$ cat src/rtl/uart_rx_pkg.sv
// Shared types and constants for the UART receiver: FSM encoding, counter width default
// and frame-length constants.
package uart_rx_pkg;

    localparam int unsigned CntWDefault  = 20;
    localparam int unsigned DataBits7    = 7;
    localparam int unsigned DataBits8    = 8;
    localparam int unsigned ParityBits   = 1;
    localparam int unsigned MaxFrameBits = DataBits8 + ParityBits;

    typedef enum logic [1:0] {
        StIdle  = 2'd0,
        StStart = 2'd1,
        StData  = 2'd2,
        StStop  = 2'd3
    } rx_state_e;

    // Bits between start and stop: 7 or 8 data bits plus an optional parity bit.
    function automatic logic [3:0] frame_len(input logic eight, input logic pen);
        return 4'(DataBits7) + {3'b000, eight} + {3'b000, pen};
    endfunction

endpackage

$ cat src/rtl/uart_baud_cnt.sv
// Loadable down-counter; expire pulses in the cycle the count reaches 1, so a load of N
// acts N cycles later. The count parks at 0 when not reloaded.
module uart_baud_cnt #(
    parameter int unsigned CNT_W = 20
) (
    input  logic             clk,
    input  logic             rst,
    input  logic             load,
    input  logic [CNT_W-1:0] load_val,
    output logic             expire
);

    logic [CNT_W-1:0] cnt_q, cnt_d;

    always_comb begin
        cnt_d = cnt_q;
        if (load) begin
            cnt_d = load_val;
        end else if (cnt_q != '0) begin
            cnt_d = cnt_q - 1'b1;
        end
    end

    always_ff @(posedge clk) begin
        if (!rst) begin
            cnt_q <= '0;
        end else begin
            cnt_q <= cnt_d;
        end
    end

    assign expire = (cnt_q == {{(CNT_W-1){1'b0}}, 1'b1});

endmodule

$ cat src/rtl/uart_rx.sv
// UART receiver: synchronizer, start/data/stop FSM, shift register and status flags.
// Frame format is latched at start detection so mid-frame input changes are ignored.
module uart_rx
    import uart_rx_pkg::*;
#(
    parameter int unsigned CNT_W = CntWDefault
) (
    input  logic             clk,
    input  logic             rst,
    input  logic [CNT_W-1:0] k,
    input  logic             eight,
    input  logic             pen,
    input  logic             ohel,
    input  logic             rx,
    input  logic             rd,
    output logic [7:0]       data,
    output logic             rxrdy,
    output logic             perr,
    output logic             ferr,
    output logic             ovf
);

    logic             rx_meta_q, rxs_q, rxs_prev_q;
    rx_state_e        state_q, state_d;
    logic             eight_q, eight_d, pen_q, pen_d, ohel_q, ohel_d;
    logic [CNT_W-1:0] k_q, k_d;
    logic [3:0]       bit_cnt_q, bit_cnt_d;
    logic [8:0]       shreg_q, shreg_d;
    logic [7:0]       data_q, data_d;
    logic             rxrdy_q, rxrdy_d, perr_q, perr_d, ferr_q, ferr_d, ovf_q, ovf_d;

    logic             cnt_load;
    logic [CNT_W-1:0] cnt_val;
    logic             cnt_expire;
    logic [3:0]       len;
    logic [8:0]       frame;

    uart_baud_cnt #(
        .CNT_W (CNT_W)
    ) u_baud_cnt (
        .clk      (clk),
        .rst      (rst),
        .load     (cnt_load),
        .load_val (cnt_val),
        .expire   (cnt_expire)
    );

    // Bits arrive LSB first at the top of the shifter; realign so bit 0 is the first data bit.
    assign len   = frame_len(eight_q, pen_q);
    assign frame = shreg_q >> (4'(MaxFrameBits) - len);

    always_comb begin
        state_d   = state_q;
        eight_d   = eight_q;
        pen_d     = pen_q;
        ohel_d    = ohel_q;
        k_d       = k_q;
        bit_cnt_d = bit_cnt_q;
        shreg_d   = shreg_q;
        data_d    = data_q;
        rxrdy_d   = rxrdy_q;
        perr_d    = perr_q;
        ferr_d    = ferr_q;
        ovf_d     = ovf_q;
        cnt_load  = 1'b0;
        cnt_val   = k_q;

        if (rd) begin
            rxrdy_d = 1'b0;
            perr_d  = 1'b0;
            ferr_d  = 1'b0;
            ovf_d   = 1'b0;
        end

        unique case (state_q)
            StIdle: begin
                if (rxs_prev_q && !rxs_q) begin
                    eight_d   = eight;
                    pen_d     = pen;
                    ohel_d    = ohel;
                    k_d       = k;
                    bit_cnt_d = '0;
                    shreg_d   = '0;
                    // A bit time below 2 cycles cannot be sampled mid-bit; drop the frame.
                    if ((k >> 1) != '0) begin
                        state_d  = StStart;
                        cnt_load = 1'b1;
                        cnt_val  = k >> 1;
                    end
                end
            end
            StStart: begin
                if (cnt_expire) begin
                    if (!rxs_q) begin
                        state_d  = StData;
                        cnt_load = 1'b1;
                    end else begin
                        state_d = StIdle;
                    end
                end
            end
            StData: begin
                if (cnt_expire) begin
                    shreg_d   = {rxs_q, shreg_q[8:1]};
                    bit_cnt_d = bit_cnt_q + 4'd1;
                    cnt_load  = 1'b1;
                    if (bit_cnt_q == len - 4'd1) begin
                        state_d = StStop;
                    end
                end
            end
            StStop: begin
                if (cnt_expire) begin
                    state_d = StIdle;
                    data_d  = {eight_q & frame[7], frame[6:0]};
                    rxrdy_d = 1'b1;
                    ferr_d  = ~rxs_q;
                    perr_d  = pen_q & ((^frame) != ohel_q);
                    ovf_d   = rxrdy_q & ~rd;
                end
            end
            default: state_d = StIdle;
        endcase
    end

    always_ff @(posedge clk) begin
        if (!rst) begin
            rx_meta_q  <= 1'b1;
            rxs_q      <= 1'b1;
            rxs_prev_q <= 1'b1;
            state_q    <= StIdle;
            eight_q    <= 1'b0;
            pen_q      <= 1'b0;
            ohel_q     <= 1'b0;
            k_q        <= '0;
            bit_cnt_q  <= '0;
            shreg_q    <= '0;
            data_q     <= '0;
            rxrdy_q    <= 1'b0;
            perr_q     <= 1'b0;
            ferr_q     <= 1'b0;
            ovf_q      <= 1'b0;
        end else begin
            rx_meta_q  <= rx;
            rxs_q      <= rx_meta_q;
            rxs_prev_q <= rxs_q;
            state_q    <= state_d;
            eight_q    <= eight_d;
            pen_q      <= pen_d;
            ohel_q     <= ohel_d;
            k_q        <= k_d;
            bit_cnt_q  <= bit_cnt_d;
            shreg_q    <= shreg_d;
            data_q     <= data_d;
            rxrdy_q    <= rxrdy_d;
            perr_q     <= perr_d;
            ferr_q     <= ferr_d;
            ovf_q      <= ovf_d;
        end
    end

    assign data  = data_q;
    assign rxrdy = rxrdy_q;
    assign perr  = perr_q;
    assign ferr  = ferr_q;
    assign ovf   = ovf_q;

endmodule

$ cat config.mk
export PLATFORM = sky130hd
export DESIGN_NAME = uart_rx
export DESIGN_NICKNAME = d
export VERILOG_FILES = /design/src/rtl/uart_rx_pkg.sv /design/src/rtl/uart_baud_cnt.sv /design/src/rtl/uart_rx.sv
export SDC_FILE = /design/constraint.sdc
export NUM_CORES = 1
export LEC_CHECK = 0
export CORE_MARGIN = 5
export CORE_UTILIZATION = 50
export CTS_CLUSTER_SIZE = 10
export DETAILED_ROUTE_END_ITERATION = 16
export GPL_TIMING_DRIVEN = 0
export PLACE_DENSITY = 0.72
export SYNTH_ARGS = -nofsm -noshare
export SYNTH_HDL_FRONTEND = slang
export SYNTH_SLANG_ARGS = --single-unit
$ cat constraint.sdc
create_clock -name clk -period 4.3 [get_ports clk]
set_input_delay 0.86 -clock clk [delete_from_list [all_inputs] [get_ports clk]]
set_output_delay 0.86 -clock clk [all_outputs]
set_load 0.01 [all_outputs]
# Yosys cells after proc, flatten, opt, wreduce, memory -nomap -nowiden

Cells that the tools add are included.

Input port bits: 27
Flip-flop bits (word level): 73
Output and inout bits: 12
Logic and storage cells: 89

Equality and inequality tests: 12
Bitwise operators: 5
Mux-type cells: 37
Shifts and indexed selects: 1
$add $sub $neg: 6
Reduce and logical (&&, ||, !) cells: 12

Operators by type and width:

| operator              | number |
|---|---|
| $mux 20               | 5 |
| $reduce_bool 20->1    | 2 |
| $eq 20x1->1 const B   | 1 |
| $sub 20x1->20 const B | 1 |
| $mux 9                | 2 |
| $pmux 9 s2            | 1 |
| $mux 1                | 17 |
| $mux 2                | 7 |
| $ne 2x2->1 const B    | 6 |
| $reduce_xor 9->1      | 1 |
| $shr 9x4->9           | 1 |
| $mux 4                | 2 |
| $pmux 2 s4            | 1 |
| $pmux 4 s2            | 1 |
| $reduce_and 6->1      | 1 |
| $add 3x1->4 const A   | 1 |
| $add 4x1->4           | 1 |
| $add 4x1->4 const B   | 1 |
| $eq 2x2->1 const B    | 2 |
| $eq 4x4->1            | 1 |
| $reduce_and 2->1      | 2 |
| $reduce_bool 2->1     | 2 |
| $sub 4x1->4 const B   | 1 |
| $sub 4x4->4 const A   | 1 |
| other kinds (9)       | 12 |

# Depth between registers and ports, before layout

Gate-level depths: netlist of run 1.

Depth after elaboration: 9
Mapped depth: 9
Mapped depth without buffers: 8

# Cells and area by module

From an unflattened synthesis of run 1, not the netlist that was laid out.

Cell total of the unflattened synthesis: 474
Area total of the unflattened synthesis: 3898.7 um^2

Modules (own cells, without submodules):

| module        | instances | area an instance (um^2) | cells an instance |
|---|---|---|---|
| uart_rx       | 1         | 2686.3                  | 319 |
| uart_baud_cnt | 1         | 1212.4                  | 155 |

# Worst setup path before layout of run 1

Ideal clock, no wire load.

Path type: input -> register
From: input port k[4]
To: register u_baud_cnt.cnt_q[13]
Required time: 4205 ps
Data arrival time: 2332 ps
Setup slack: 1873 ps
Stages: 6
Path buffers: 1
Path through: nor4_1 > nand4_1 > o41ai_2 > buf_2 > o21ai_0 > a221oi_1

Cells in the longest elaborated chain, start to end: 5

Ends and longest elaborated chain:

| item                                         | line                | RTL |
|---|---|---|
| start, declared                              | uart_rx.sv:10       | `input logic [CNT_W-1:0] k,` |
| $reduce_bool 20->1 *                         | uart_rx.sv:85       | `if ((k >> 1) != '0) begin` |
| $mux 1 or $mux 20 (tied branches)            | uart_rx.sv:85       |  |
| $mux 1 or $mux 20 (tied branches)            | uart_rx.sv:77       | `if (rxs_prev_q && !rxs_q) begin` |
| $pmux 1 s3 or $mux 20 (tied branches)        | uart_rx.sv:75       | `unique case (state_q)` |
| $mux 20 or $reduce_bool 2->1 (tied branches) | -                   |  |
| end signal, assigned                         | uart_baud_cnt.sv:28 | `cnt_q <= cnt_d;` |
| end, declared                                | uart_baud_cnt.sv:13 | `logic [CNT_W-1:0] cnt_q, cnt_d;` |

Mark *: on every way between the ends. The rest lies on a longest branch, timed or not.
A chain may end at the register's enable or synchronous reset.

# Worst setup path in the final report of run 1

From: input port k[4]
To: register u_baud_cnt.cnt_q[2]

The elaborated chain is that of the path after synthesis.

==> flow_summary.json, run 1 <==
{
  "die_x_um": 96.72,
  "hold_viol": 0,
  "area_growth_pct": 18.60,
  "r2r-end": "u_baud_cnt.cnt_q[2]",
  "fill_cells": 696,
  "drt_iter0_drc": 220,
  "antenna_found_initial": 0,
  "numCtsBuffers": 9,
  "core-area_um2": 7292,
  "cp_top_family": "compound AO/OA/AOI/OAI gates",
  "hold_depth": 1,
  "irDropWorstVdd_mv": 0.3013,
  "p_clk_frac": 0.236,
  "tritoncts": "done",
  "synth_fa_ha_area_frac": 0.01997,
  "synth_enable_flop_cells": 0,
  "synth-compound-area-share": 0.1627,
  "skew_ns": 0.009557,
  "die_h_um": 96.72,
  "whs_endpoint": "rxs_q",
  "start_kind": "input pin",
  "min_path_type": "flip-flop to flip-flop",
  "slew_viol_final": 0,
  "vias_per_cell": 5.701,
  "final_util": 0.6115,
  "final_cell_mix": "nand2_1 (98), dfxtp_1 (73), a21oi_1 (51), clkdlybuf4s50_1 (38), nor2_1 (19)",
  "dieArea_um2": 9354,
  "pre_cts_ws_ns": 0.6138,
  "grt_pass1_wl_um": 15900,
  "cp_slowest_stage_delay_ns": 0.78,
  "track_usage": 0.2060,
  "tightest_slew_ns": 0.9091,
  "grt-ovfl-total": 0,
  "wl_per_cell_um": 16.18,
  "dp.cells": 582,
  "post-route-drc-count": 0,
  "final_common_cell": "nand2_1",
  "holdWs_ns": 0.4096,
  "ctsHoldBuffers": 0,
  "setup_slack_ns": 0.8925,
  "worst-setup-path-type": "input pin to flip-flop",
  "syn_area_per_cell_um2": 8.449,
  "fp-row-count": 31,
  "outcome": "completed",
  "worst_path_max_delay_cell": "o41ai_2",
  "clock_latency_ns": 0.35,
  "num_antenna_cells": 0,
  "p_int_mw": 1.433,
  "cts_resized": 0,
  "synthArstFlopShare": 0,
  "fin_crit_ns": 3.407,
  "p_leak_nw": 1.558,
  "relSlewSlack": 0.3873,
  "synthCells": 445,
  "cts_num_sinks": 73,
  "setup_viol": 0,
  "ys_seq_area_frac": 0.3887,
  "fmax_mhz": 293.5,
  "setup_tns_ns": 0,
  "synth_area_um2": 3760,
  "crit_path_cell_trace": "clkdlybuf4s50_1 > nor4_1 > nand4_1 > o41ai_2 > nand2_1 > o21ai_2 > nor2_1",
  "cp.arrival_ns": 3.63,
  "gp_congestion": 0.8867,
  "muxShareOfSynthArea": 0.05391,
  "synth_xor_area_frac": 0.06057,
  "power_switching_mw": 0.8509,
  "cp_max_fo": 9,
  "ys_ff_latch": 73,
  "nets": 527,
  "cts-htree-levels": 3,
  "synth_cell_types": 62,
  "post-cts-setup-buffers": 0,
  "cp-end-kind": "flip-flop",
  "critPathRequiredTime_ns": 4.52,
  "r2r-start": "u_baud_cnt.cnt_q[5]",
  "seqPwrFrac": 0.380,
  "sw_frac_of_total": 0.3725,
  "worst-r2r-setup-slack_ns": 1.80,
  "synthSimpleGateAreaFrac": 0.2699,
  "cts_root_buf": "clkbuf_8",
  "rsz0062_at_grt": "no",
  "dp_hpwl_um": 7006,
  "rr_worst_depth": 7,
  "cts.clk_slew.worst_paths_ns": 0.07,
  "ios": 39,
  "dr_total_vias": 3409,
  "grt_max_degree": 13,
  "synth_flop_cell": "dfxtp_1",
  "io_buffer_count": 38,
  "crit_buf_inv": 1,
  "ys_warn_count": 0,
  "cap_viol_max_count": 0,
  "comb_power_share": 0.384,
  "drive_above_1_share": 0.09619,
  "timing.final.crit_share": 0.7924,
  "stdcell_count": 598,
  "min-delay-start": "rx_meta_q",
  "firstDrtPassIters": 5,
  "drt-total-wl_um": 9673,
  "start_util": 0.5156,
  "grt_pass1_vias": 3155,
  "clockBufferDepth": 2,
  "cellPowerDensity_nw_per_um2": 512.3,
  "drt.antenna.violating_nets": 0,
  "synth_top_family_by_area": "simple AND/OR/NAND/NOR gates",
  "synthesis.nets": 478
}
power groups by stage:
stage / Sequential, mW / Clock, mW / Combinational (mW)
floorplan: 0.862 / 0 / 0.692
global placement: 0.876 / 0 / 0.852
finish: 0.868 / 0.540 / 0.877
detailed placement: 0.883 / 0 / 0.862
global route: 0.882 / 0.569 / 0.974
CTS: 0.866 / 0.544 / 0.868
sequential cells by signal (all words and copies together), names as in the netlist, named ones only:
| name | count |
|---|---|
| ferr | 1 |
| bit_cnt_q | 4 |
| pen_q | 1 |
| rxs_prev_q | 1 |
| perr | 1 |
| shreg_q | 9 |
| rx_meta_q | 1 |
| data | 8 |
| rxrdy | 1 |
| eight_q | 1 |
| ovf | 1 |
| ohel_q | 1 |
| rxs_q | 1 |
| u_baud_cnt.cnt_q | 20 |
| state_q | 1 |
| k_q | 20 |
layout make-up:
cell class	instances	area, um^2	area share
multi-input combinational	336	2132	0.4781
sequential	73	1461	0.3277
timing repair buffer	38	380.4	0.08530
clock buffer	10	137.6	0.03086
buffer	27	132.6	0.02974
tap	99	123.9	0.02778
clock inverter	6	57.56	0.01291
inverter	9	33.78	0.007576
through the flow:
stage	total power [mW]	cell area, um^2
floorplan	1.554	3760
global placement	1.728	4264
detailed placement	1.745	4264
CTS	2.278	4459
global route	2.425	4459
finish	2.284	4459
cell families after synthesis:
kind of cell               Yosys count
muxes                               14
adders and majority gates            6
and+or+nand+nor                    190
buffers and inverters               36
AOI/OAI and AO/OA                  100
xor gates and xnor gates            26
DFF                                 73
worst max-delay path by stage:
stage / start / endpoint / slack [ns] / cells after the start
6_report: k[4] / u_baud_cnt.cnt_q[2] / 0.89 / 7
5_1_grt: k[1] / u_baud_cnt.cnt_q[2] / 0.73 / 7
4_1_cts: k[1] / u_baud_cnt.cnt_q[2] / 0.96 / 7
3_5_place_dp: k[4] / u_baud_cnt.cnt_q[19] / 0.61 / 7
3_3_place_gp: k[4] / u_baud_cnt.cnt_q[2] / 0.62 / 7
2_1_floorplan: k[4] / u_baud_cnt.cnt_q[13] / 1.87 / 6
metal layers:
metal,share of wire,track usage
met3,0.047,0.03525
met5,0,0
met4,0.015,0.07343
met1,0.50,0.3036
met2,0.44,0.3015
cells in the mapped netlist (all sizes together), types with 9 or more instances:
cell | instances | area share
a21oi | 51 | 0.068
buf | 9 | 0.017
clkbuf | 18 | 0.018
dfxtp | 73 | 0.39
inv | 9 | 0.0090
mux2i | 9 | 0.024
nand2 | 99 | 0.10
nand3b | 13 | 0.026
nand4 | 9 | 0.019
nor2 | 20 | 0.021
nor4 | 10 | 0.030
o21ai | 17 | 0.024
xnor2 | 15 | 0.035
xor2 | 11 | 0.026
(Power assumes the default switching activity.)
==> run 2, diff against run 1 <==
--- a/config.mk
+++ b/config.mk
@@ -10,7 +10,7 @@
 export CTS_CLUSTER_SIZE = 10
 export DETAILED_ROUTE_END_ITERATION = 16
 export GPL_TIMING_DRIVEN = 0
-export PLACE_DENSITY = 0.72
+export PLACE_DENSITY = 0.74
 export SYNTH_ARGS = -nofsm -noshare
 export SYNTH_HDL_FRONTEND = slang
 export SYNTH_SLANG_ARGS = --single-unit
==> constraint.sdc (replaced) <==
create_clock -name clk -period 3.03 [get_ports clk]
set_input_delay 0.606 -clock clk [delete_from_list [all_inputs] [get_ports clk]]
set_output_delay 0.606 -clock clk [all_outputs]
set_load 0.01 [all_outputs]
==> flow_summary.json, run 2 (synthesized netlist as in run 1, its figures left out) <==
{
  "outcome": "completed",
  "wl_per_cell_um": 16.40,
  "drt_iter0_drc": 299,
  "p_leak_nw": 1.580,
  "ios": 39,
  "firstDrtPassIters": 5,
  "antenna_found_initial": 0,
  "p_int_mw": 2.128,
  "dieArea_um2": 9354,
  "relSlewSlack": 0.4641,
  "grt_pass1_wl_um": 16560,
  "area_growth_pct": 20.17,
  "num_antenna_cells": 0,
  "start_kind": "input pin",
  "critPathRequiredTime_ns": 3.24,
  "comb_power_share": 0.373,
  "cts.clk_slew.worst_paths_ns": 0.07,
  "setup_slack_ns": 0.1960,
  "sw_frac_of_total": 0.3657,
  "grt_pass1_vias": 3327,
  "dp.cells": 582,
  "fmax_mhz": 352.9,
  "die_x_um": 96.72,
  "largest_registers": "k_q x20, u_baud_cnt.cnt_q x20, shreg_q x9",
  "hold_viol": 0,
  "setup_viol": 0,
  "cellPowerDensity_nw_per_um2": 742.5,
  "clockBufferDepth": 2,
  "drive_above_1_share": 0.09980,
  "numCtsBuffers": 9,
  "power_mw": 3.355,
  "cp_max_fo": 9,
  "stdcell_count": 600,
  "die_h_um": 96.72,
  "tightest_slew_ns": 0.8018,
  "start_util": 0.5156,
  "drt-total-wl_um": 9841,
  "worst-setup-path-type": "input pin to flip-flop",
  "grt-ovfl-total": 0,
  "power_switching_mw": 1.227,
  "irDropWorstVdd_mv": 0.3740,
  "fin_crit_ns": 2.834,
  "tritoncts": "done",
  "cp.arrival_ns": 3.05,
  "pre_cts_ws_ns": -0.4244,
  "cts-htree-levels": 3,
  "io_buffer_count": 38,
  "seqPwrFrac": 0.367,
  "p_clk_frac": 0.259,
  "skew_ns": 0.01049,
  "drt.antenna.violating_nets": 0,
  "cp-end-kind": "flip-flop",
  "track_usage": 0.2137,
  "final_util": 0.6196,
  "final_cell_mix": "nand2_1 (98), dfxtp_1 (73), a21oi_1 (51), clkdlybuf4s50_1 (38), nor2_1 (19)",
  "cap_viol_max_count": 0,
  "final_common_cell": "nand2_1",
  "slew_viol_final": 0,
  "post-route-drc-count": 0,
  "grt_max_degree": 14,
  "dr_total_vias": 3422,
  "vias_per_cell": 5.703,
  "rsz0062_at_grt": "no",
  "cts_num_sinks": 73,
  "cts_root_buf": "clkbuf_8",
  "timing.final.crit_share": 0.9353,
  "setup_tns_ns": 0,
  "gp_congestion": 0.9064,
  "min_path_type": "flip-flop to flip-flop",
  "clock_latency_ns": 0.35,
  "dp_hpwl_um": 7121,
  "fp-row-count": 31,
  "nets": 529,
  "core-area_um2": 7292
}
run 2: cell count changes in the layout (fill, tap and decap cells not counted):
cell and change:
buf_4 +2, bufinv_16 +1, clkinv_2 -3, clkinv_4 +1
inv_6 +1, o41ai_2 -1, o41ai_4 +1
run 2: final timing paths:
kind                  start  depth (start not counted)  slack (ns)             endpoint
setup / recovery       k[1]                          7        0.20  u_baud_cnt.cnt_q[2]
hold / removal    rx_meta_q                          1        0.42                rxs_q
setup reg to reg    eight_q                          9        0.53                 perr
hold reg to reg   rx_meta_q                          1        0.42                rxs_q
run 2: power groups by stage:
stage                     logic, mW  clock network (mW)  registers [mW]
final                          1.25               0.870            1.23
after global routing           1.37               0.916            1.25
after CTS                      1.24               0.878            1.23
after detailed placement       1.22                   0            1.25
after global placement         1.20                   0            1.24
after floorplan               0.983                   0            1.22
run 2: worst max-delay path, cell delays in order:
cell and delay (ns):
clkdlybuf4s50_1 0.49, nor4_1 0.39, nand4_1 0.32, o41ai_4 0.46
nand2_1 0.17, o21ai_2 0.50, nor2_1 0.10
run 2: metrics by stage:
| stage | hold WS [ns] | area, um^2 |
|---|---|---|
| finish | 0.4196 | 4518 |
| global route | 0.4351 | 4518 |
| CTS | 0.4247 | 4503 |
| detailed placement | 0.4056 | 4264 |
| global placement | 0.3915 | 4264 |
| floorplan | 0.3863 | 3760 |
run 2: final cells by class:
class | instances | area [um^2]
multi-input cells | 336 | 2143
well taps | 99 | 123.9
plain buffers | 27 | 132.6
clock buffers | 10 | 137.6
inverters | 9 | 33.78
repair buffers | 40 | 395.4
fillers | 677 | 2774
flip-flops and latches | 73 | 1461
clock inverters | 6 | 90.09
run 2: per-layer routing:
metal | wire length (um) | vias to the layer above | track usage
li1 | - | 1681 | -
met1 | 4867 | 1650 | 0.3080
met2 | 4490 | 80 | 0.3270
met3 | 347 | 11 | 0.03525
met4 | 136 | 0 | 0.06479
met5 | 0 | - | 0
run 2: what timing repair did:
item | 4_1_cts | 5_1_grt
endpoints found under the setup margin | 9 | 11
gates resized for setup | 1 | 0
setup buffers | 0 | 2
hold buffers | 0 | 0
pin swaps | 0 | 1
hold endpoints to repair | 0 | 0
